File: src/rtl/dot_product_seq_pkg.sv
// Shared definitions for the dot-product sequencer: FSM state encoding and
// the minimum accumulator width rule.
package dot_product_seq_pkg;

    localparam logic [1:0] IDLE  = 2'd0;
    localparam logic [1:0] START = 2'd1;
    localparam logic [1:0] WAIT  = 2'd2;
    localparam logic [1:0] OUT   = 2'd3;

    // Smallest accumulator that can hold len products of two n-bit operands.
    function automatic int min_acc_width(input int n, input int len);
        return 2 * n + $clog2(len);
    endfunction

endpackage

File: src/rtl/dot_product_seq.sv
// Sequencer around a start/ready shift-add multiplier: takes LEN operand pairs,
// runs one multiply per pair, accumulates the products and emits the dot product.
module dot_product_seq
    import dot_product_seq_pkg::*;
#(
    parameter int N     = 4,
    parameter int LEN   = 4,
    parameter int ACC_W = 10
) (
    input  logic             clk,
    input  logic             rst,
    input  logic             in_valid,
    output logic             in_ready,
    input  logic [N-1:0]     in_a,
    input  logic [N-1:0]     in_b,
    output logic             mul_start,
    output logic [N-1:0]     mul_multiplier,
    output logic [N-1:0]     mul_multiplicand,
    input  logic             mul_ready,
    input  logic [2*N-1:0]   mul_product,
    output logic             out_valid,
    input  logic             out_ready,
    output logic [ACC_W-1:0] out_sum
);

    localparam int CNT_W = $clog2(LEN);
    localparam logic [CNT_W-1:0] LAST = CNT_W'(LEN - 1);

    generate
        if (LEN < 2 || ACC_W < min_acc_width(N, LEN)) begin : g_bad_params
            $error("dot_product_seq: LEN must be >= 2 and ACC_W >= 2*N + clog2(LEN)");
        end
    endgenerate

    logic [1:0]       state_reg, state_next;
    logic [ACC_W-1:0] acc_reg, acc_next;
    logic [CNT_W-1:0] count_reg, count_next;
    logic [N-1:0]     a_reg, a_next;
    logic [N-1:0]     b_reg, b_next;

    always_comb begin
        state_next = state_reg;
        acc_next   = acc_reg;
        count_next = count_reg;
        a_next     = a_reg;
        b_next     = b_reg;
        case (state_reg)
            IDLE: begin
                if (in_valid) begin
                    a_next     = in_a;
                    b_next     = in_b;
                    state_next = START;
                end
            end
            START: begin
                state_next = WAIT;
            end
            WAIT: begin
                // mul_ready is only meaningful here; in other states it is ignored.
                if (mul_ready) begin
                    acc_next = acc_reg + ACC_W'(mul_product);
                    if (count_reg == LAST) begin
                        state_next = OUT;
                    end else begin
                        count_next = count_reg + CNT_W'(1);
                        state_next = IDLE;
                    end
                end
            end
            OUT: begin
                if (out_ready) begin
                    acc_next   = '0;
                    count_next = '0;
                    state_next = IDLE;
                end
            end
            default: begin
                state_next = IDLE;
            end
        endcase
    end

    always_ff @(posedge clk or posedge rst) begin
        if (rst) begin
            state_reg <= IDLE;
            acc_reg   <= '0;
            count_reg <= '0;
            a_reg     <= '0;
            b_reg     <= '0;
        end else begin
            state_reg <= state_next;
            acc_reg   <= acc_next;
            count_reg <= count_next;
            a_reg     <= a_next;
            b_reg     <= b_next;
        end
    end

    // Every output is a decode of registered state, so none can glitch.
    assign in_ready         = (state_reg == IDLE);
    assign mul_start        = (state_reg == START);
    assign out_valid        = (state_reg == OUT);
    assign mul_multiplier   = a_reg;
    assign mul_multiplicand = b_reg;
    assign out_sum          = acc_reg;

endmodule

File: config.mk
export PLATFORM = sky130hd
export DESIGN_NAME = dot_product_seq
export DESIGN_NICKNAME = d
export VERILOG_FILES = /design/src/rtl/dot_product_seq_pkg.sv /design/src/rtl/dot_product_seq.sv
export SDC_FILE = /design/constraint.sdc
export NUM_CORES = 1
export LEC_CHECK = 0
export ABC_AREA = 1
export BUFFER_PORTS_ARGS = -buffer_cell sky130_fd_sc_hd__buf_2
export CAP_MARGIN = 15
export CORE_MARGIN = 2
export CORE_UTILIZATION = 25
export CTS_CLUSTER_SIZE = 10
export DETAILED_ROUTE_END_ITERATION = 8
export GPL_TIMING_DRIVEN = 0
export PLACE_DENSITY_LB_ADDON = 0.08
export REMOVE_ABC_BUFFERS = 1
export SLEW_MARGIN = 15
export SYNTH_ARGS = -nofsm -noshare
export SYNTH_HDL_FRONTEND = slang
export SYNTH_SLANG_ARGS = --single-unit
File: constraint.sdc
create_clock -name clk -period 1.95 [get_ports clk]
set_clock_uncertainty 0.1 [all_clocks]
set_input_delay 0.195 -clock clk [delete_from_list [all_inputs] [get_ports clk]]
set_output_delay 0.195 -clock clk [all_outputs]
set_load 0.05 [all_outputs]
==> results of run 1 <==
layout make-up:
class / instances / share of cell area (%)
repair buffers: 43 / 12.9
well taps: 70 / 5.12
multi-input cells: 118 / 42.7
inverters: 17 / 3.95
flip-flops and latches: 22 / 32.2
clock buffers: 4 / 3.22
per-layer routing:
metal	part of all wire [%]	GRT usage, %	up-vias
met2	46	18.6	31
li1	-	-	609
met4	0.90	4.11	0
met3	6.0	3.02	2
met1	47	14.4	524
met5	0	0	-
synth_stat cells (2+ instances only):
master and count:
a21oi_1 6, dfrtp_1 22, ha_1 9, inv_1 15
mux2_2 8, nand2_1 41, nand2_2 3, nand3_1 9
nor2_1 16, nor2_4 2, o21ai_0 11, o21ai_2 2
critical path, stage by stage (launching register included):
cell and delay, ns:
dfrtp_1 0.40, ha_4 0.16, inv_1 0.06, fa_2 0.37, o21ai_2 0.22, nand2_1 0.08, nand2_1 0.09, nand2_1 0.06
nand2_1 0.05, o21ai_0 0.08
layout by cell type, fill, tap and decap left out, drive strengths merged, types with 6 or more instances in the layout:
cell | synthesis | routed
inv | 16 | 16
a21oi | 6 | 6
mux2 | 8 | 8
nand3 | 10 | 10
nand2 | 45 | 45
o21ai | 13 | 13
nor2 | 18 | 18
ha | 9 | 9
buf | 1 | 43
dfrtp | 22 | 22
worst paths after layout:
check | startpoint | to | slack [ns]
max | out_sum[0] | out_sum[6] | 0.16
min | rst | mul_multiplicand[3] | 0.006
max reg2reg | out_sum[0] | out_sum[6] | 0.16
min reg2reg | out_sum[3] | out_sum[3] | 0.41
max in group asynchronous | rst | out_sum[4] | 1.21
min in group clk | in_a[1] | mul_multiplier[1] | 0.06
kinds of logic (layout without fill, tap and decap cells):
kind of cell	after synthesis	count (layout)	share of synthesized area, %
compound gates	25	25	11.1
xor+xnor	1	1	0.651
fa+ha+maj	10	10	9.86
buf+inv	18	64	5.86
flops	22	22	40.9
mux	8	8	6.70
simple gates	74	74	24.9
power groups by stage:
stage	clock network, W	logic (W)	registers [W]
after floorplan	0	0.000864	0.00142
after global placement	0	0.00185	0.000838
after detailed placement	0	0.00188	0.000846
after CTS	0.000356	0.00188	0.000843
after global routing	0.000382	0.00209	0.000875
final	0.000337	0.00190	0.000843
per-stage QoR:
stage	setup slack, ns	area (µm²)
floorplan	-0.107	1330
global placement	0.0783	1630
detailed placement	0.0403	1630
CTS	0.0221	1680
global route	0.0497	1710
finish	0.164	1710
what timing repair did:
action / in CTS / in global routing
endpoints found under the setup margin: 0 / 2
resized for setup: 0 / 3
buffers inserted: 0 / 2
==> results.sh, run 1 <==
export IMPL_drive_above_1_share_pct=33.8
export IMPL_synth_area_um2=1350
export IMPL_h_tree_depth=1
export IMPL_synth_cells=158
export IMPL_cts_tree="yes"
export IMPL_yosysSeqAreaShare_pct=40.9
export IMPL_vias_per_cell=4.26
export IMPL_first_pass_iters=4
export IMPL_synth_cell_types=26
export IMPL_slew_headroom_pct=41.4
export IMPL_p_sw_share_pct=54.1
export IMPL_insertion_delay_ns=0.26
export IMPL_hp_class="input port to asynchronous set/reset pin"
export IMPL_diodes=0
export IMPL_dieArea_um2=5980
export IMPL_synth_warnings=0
export IMPL_tns_ns=0
export IMPL_fill_cells=575
export IMPL_clkSinkCount=22
export IMPL_ys_seq_elements=22
export IMPL_avgSynthCellArea_um2=8.51
export IMPL_route_vias_total=1166
export IMPL_multiInputGateArea_um2=731
export IMPL_async_flop_share_pct=100
export IMPL_power_internal_w=0.00141
export IMPL_reg2regPathDepth=9
export IMPL_worst_endpoint_required_ns=2.00
export IMPL_synth_area_leaders="dfrtp_1, nand2_1, ha_1"
export IMPL_hold_violations=0
export IMPL_fin_cells=274
export IMPL_p_leak_nw=0.894
export IMPL_comb_power_share_pct=61.7
export IMPL_setup_violations=0
export IMPL_yosys_area_top_type_share_pct=40.9
export IMPL_grt_pass1_vias=1205
export IMPL_crit_path_start_kind="flip-flop"
export IMPL_drt_iter0_markers=29
export IMPL_numPortBuffers=41
export IMPL_rsz0062_at_grt="false"
export IMPL_clockRootBuffer="clkbuf_8"
export IMPL_dpl_hpwl_um=2530
export IMPL_grt_use_total_pct=11.4
export IMPL_final_max_slew_viol_count=0
export IMPL_yosys_area_top_type="dfrtp_1"
export IMPL_wirelength_um=3210
export IMPL_clockBufferDepth=2
export IMPL_power_share_sequential_pct=27.4
export IMPL_nNetsFinal=236
export IMPL_clock_fmax_mhz=560
export IMPL_worstSetupPathType="flip-flop to flip-flop"
export IMPL_area_delta_synth_final_pct=27.3
export IMPL_ir_worst_vdd_v=0.000746
export IMPL_post_route_util_pct=33.3
export IMPL_worst_pin_slew_ns=0.878
export IMPL_grt_max_degree=23
export IMPL_hold_ws_ns=0.00596
export IMPL_die_w_um=77.4
export IMPL_wl_per_cell_um=11.7
export IMPL_ys_flop_type="dfrtp_1"
export IMPL_maxCapViolations=0
export IMPL_cp_end_kind="flip-flop"
export IMPL_clk_pin_slew_ns=0.09
export IMPL_placed_cells=268
export IMPL_seq_area_um2=551
export IMPL_drc_errors=0
export IMPL_antenna_found_initial=0
export IMPL_ctsHoldBuffers=0
export IMPL_cts_buffers=3
export IMPL_place_congestion=0.782
export IMPL_period_share_pct=91.6
export IMPL_crit_fanout=4
export IMPL_p_switching_w=0.00167
export IMPL_row_count=26
export IMPL_finalCriticalPeriod_ns=1.79
export IMPL_p_per_area_nw_per_um2=1800
export IMPL_grt_overflow=0
export IMPL_start_util_pct=26.2
export IMPL_grt_pass1_wl_um=5440
export IMPL_detail_route_antenna_nets=0
export IMPL_pin_count=42
export IMPL_synth_edf_count=0
export IMPL_p_clk_share_pct=10.9
export IMPL_crit_arrival_ns=1.83
export IMPL_largest_reg_flops=10
export IMPL_status="finished clean"
export IMPL_core_area_um2=5140
export IMPL_dieHeight_um=77.4
export IMPL_total_power_w=0.00308
No activity file was read; power rests on OpenSTA's default activity.
==> run 2, diff against run 1 <==
==> constraint.sdc (replaced) <==
create_clock -name clk -period 1.95 [get_ports clk]
set_clock_uncertainty 0.1 [all_clocks]
set_input_delay 0.0975 -clock clk [delete_from_list [all_inputs] [get_ports clk]]
set_output_delay 0.0975 -clock clk [all_outputs]
set_load 0.05 [all_outputs]
==> results.sh, run 2 (same netlist as run 1, synthesis figures left out) <==
export IMPL_status="finished clean"
export IMPL_dpl_hpwl_um=2530
export IMPL_h_tree_depth=1
export IMPL_setup_violations=0
export IMPL_crit_path_start_kind="flip-flop"
export IMPL_cp_end_kind="flip-flop"
export IMPL_fill_cells=566
export IMPL_row_count=26
export IMPL_cts_buffers=3
export IMPL_multiInputGateArea_um2=731
export IMPL_numPortBuffers=41
export IMPL_vias_per_cell=4.25
export IMPL_grt_overflow=0
export IMPL_maxCapViolations=0
export IMPL_antenna_found_initial=0
export IMPL_detail_route_antenna_nets=0
export IMPL_worst_pin_slew_ns=0.879
export IMPL_fin_cells=283
export IMPL_die_w_um=77.4
export IMPL_p_clk_share_pct=10.9
export IMPL_p_switching_w=0.00167
export IMPL_start_util_pct=26.2
export IMPL_route_vias_total=1202
export IMPL_clock_fmax_mhz=559
export IMPL_crit_fanout=4
export IMPL_p_per_area_nw_per_um2=1720
export IMPL_power_share_sequential_pct=27.3
export IMPL_grt_pass1_vias=1240
export IMPL_nNetsFinal=245
export IMPL_drc_errors=0
export IMPL_post_route_util_pct=35.1
export IMPL_worst_endpoint_required_ns=2.00
export IMPL_placed_cells=268
export IMPL_wl_per_cell_um=11.6
export IMPL_grt_pass1_wl_um=5550
export IMPL_slew_headroom_pct=41.4
export IMPL_most_common_layout_cells="nand2_1, buf_2, dfrtp_1"
export IMPL_insertion_delay_ns=0.26
export IMPL_dieArea_um2=5980
export IMPL_drive_above_1_share_pct=32.4
export IMPL_seq_area_um2=551
export IMPL_grt_max_degree=23
export IMPL_wirelength_um=3270
export IMPL_clockBufferDepth=2
export IMPL_tns_ns=0
export IMPL_pin_count=42
export IMPL_p_leak_nw=0.931
export IMPL_clk_pin_slew_ns=0.09
export IMPL_largest_reg_flops=10
export IMPL_clkSinkCount=22
export IMPL_crit_arrival_ns=1.84
export IMPL_dieHeight_um=77.4
export IMPL_first_pass_iters=4
export IMPL_worstSetupPathType="flip-flop to flip-flop"
export IMPL_hp_class="input port to flip-flop"
export IMPL_comb_power_share_pct=61.8
export IMPL_period_share_pct=91.8
export IMPL_diodes=0
export IMPL_area_delta_synth_final_pct=34.0
export IMPL_finalCriticalPeriod_ns=1.79
export IMPL_power_internal_w=0.00142
export IMPL_core_area_um2=5140
export IMPL_clockRootBuffer="clkbuf_8"
export IMPL_p_sw_share_pct=54.0
export IMPL_cts_tree="yes"
export IMPL_hold_violations=0
export IMPL_ir_worst_vdd_v=0.000753
export IMPL_place_congestion=0.782
export IMPL_drt_iter0_markers=25
export IMPL_final_max_slew_viol_count=0
export IMPL_rsz0062_at_grt="false"
export IMPL_grt_use_total_pct=11.6
[run 2: cell count changes in the layout (fill, tap and decap cells not counted)]
cell           before  now
dlygate4sd3_1       0    9
[run 2: cell type report]
class	count	share of cell area, %
Multi-Input combinational cell	118	40.6
Sequential cell	22	30.6
Timing Repair Buffer	52	17.2
Tap cell	70	4.86
Inverter	17	3.75
Clock buffer	4	3.06
[run 2: critical path, stage by stage (launching register included)]
cell and delay, ns:
dfrtp_1 0.40, ha_4 0.16, inv_1 0.06, fa_2 0.37, o21ai_2 0.22, nand2_1 0.08
nand2_1 0.09, nand2_1 0.06, nand2_1 0.05, o21ai_0 0.08
[run 2: metal layers]
metal	part of all wire, %	up-vias	global-route usage (%)
met5	0	-	0
met4	0.76	0	4.11
met3	5.7	2	2.91
met2	47	33	19.7
met1	46	540	14.3
li1	-	627	-
[run 2: through the flow]
stage | setup WS, ns | hold WS (ns) | cell area, µm² | total power [W]
after floorplan | -0.107 | -0.0133 | 1330 | 0.00229
after global placement | 0.0783 | 0.230 | 1630 | 0.00269
after CTS | 0.0221 | 0.0389 | 1770 | 0.00309
after detailed placement | 0.0403 | 0.233 | 1630 | 0.00272
final | 0.160 | 0.0394 | 1800 | 0.00310
after global routing | 0.0497 | 0.0537 | 1800 | 0.00337
[run 2: worst paths after layout]
path                       slack (ns)             endpoint  depth (start not counted)       start
max in group asynchronous        0.76           out_sum[4]                          3         rst
min in group asynchronous        0.46  mul_multiplicand[3]                          3         rst
setup reg to reg                 0.16           out_sum[6]                          9  out_sum[0]
hold reg to reg                  0.41           out_sum[3]                          2  out_sum[3]
setup / recovery                 0.16           out_sum[6]                          9  out_sum[0]
hold / removal                   0.04           out_sum[9]                          4   out_ready
[run 2: power by group through the flow]
stage	Combinational (W)	Clock (W)	Sequential (W)
final	0.00191	0.000337	0.000845
after global routing	0.00211	0.000382	0.000877
after CTS	0.00190	0.000356	0.000843
after detailed placement	0.00188	0	0.000846
after global placement	0.00185	0	0.000838
after floorplan	0.000864	0	0.00142
[run 2: timing repair]
| item | CTS | global route |
|---|---|---|
| endpoints found under the hold margin | 30 | 0 |
| setup endpoints to repair | 0 | 2 |
| hold buffers | 9 | 0 |
| buffers inserted | 0 | 2 |
| resized for setup | 0 | 3 |
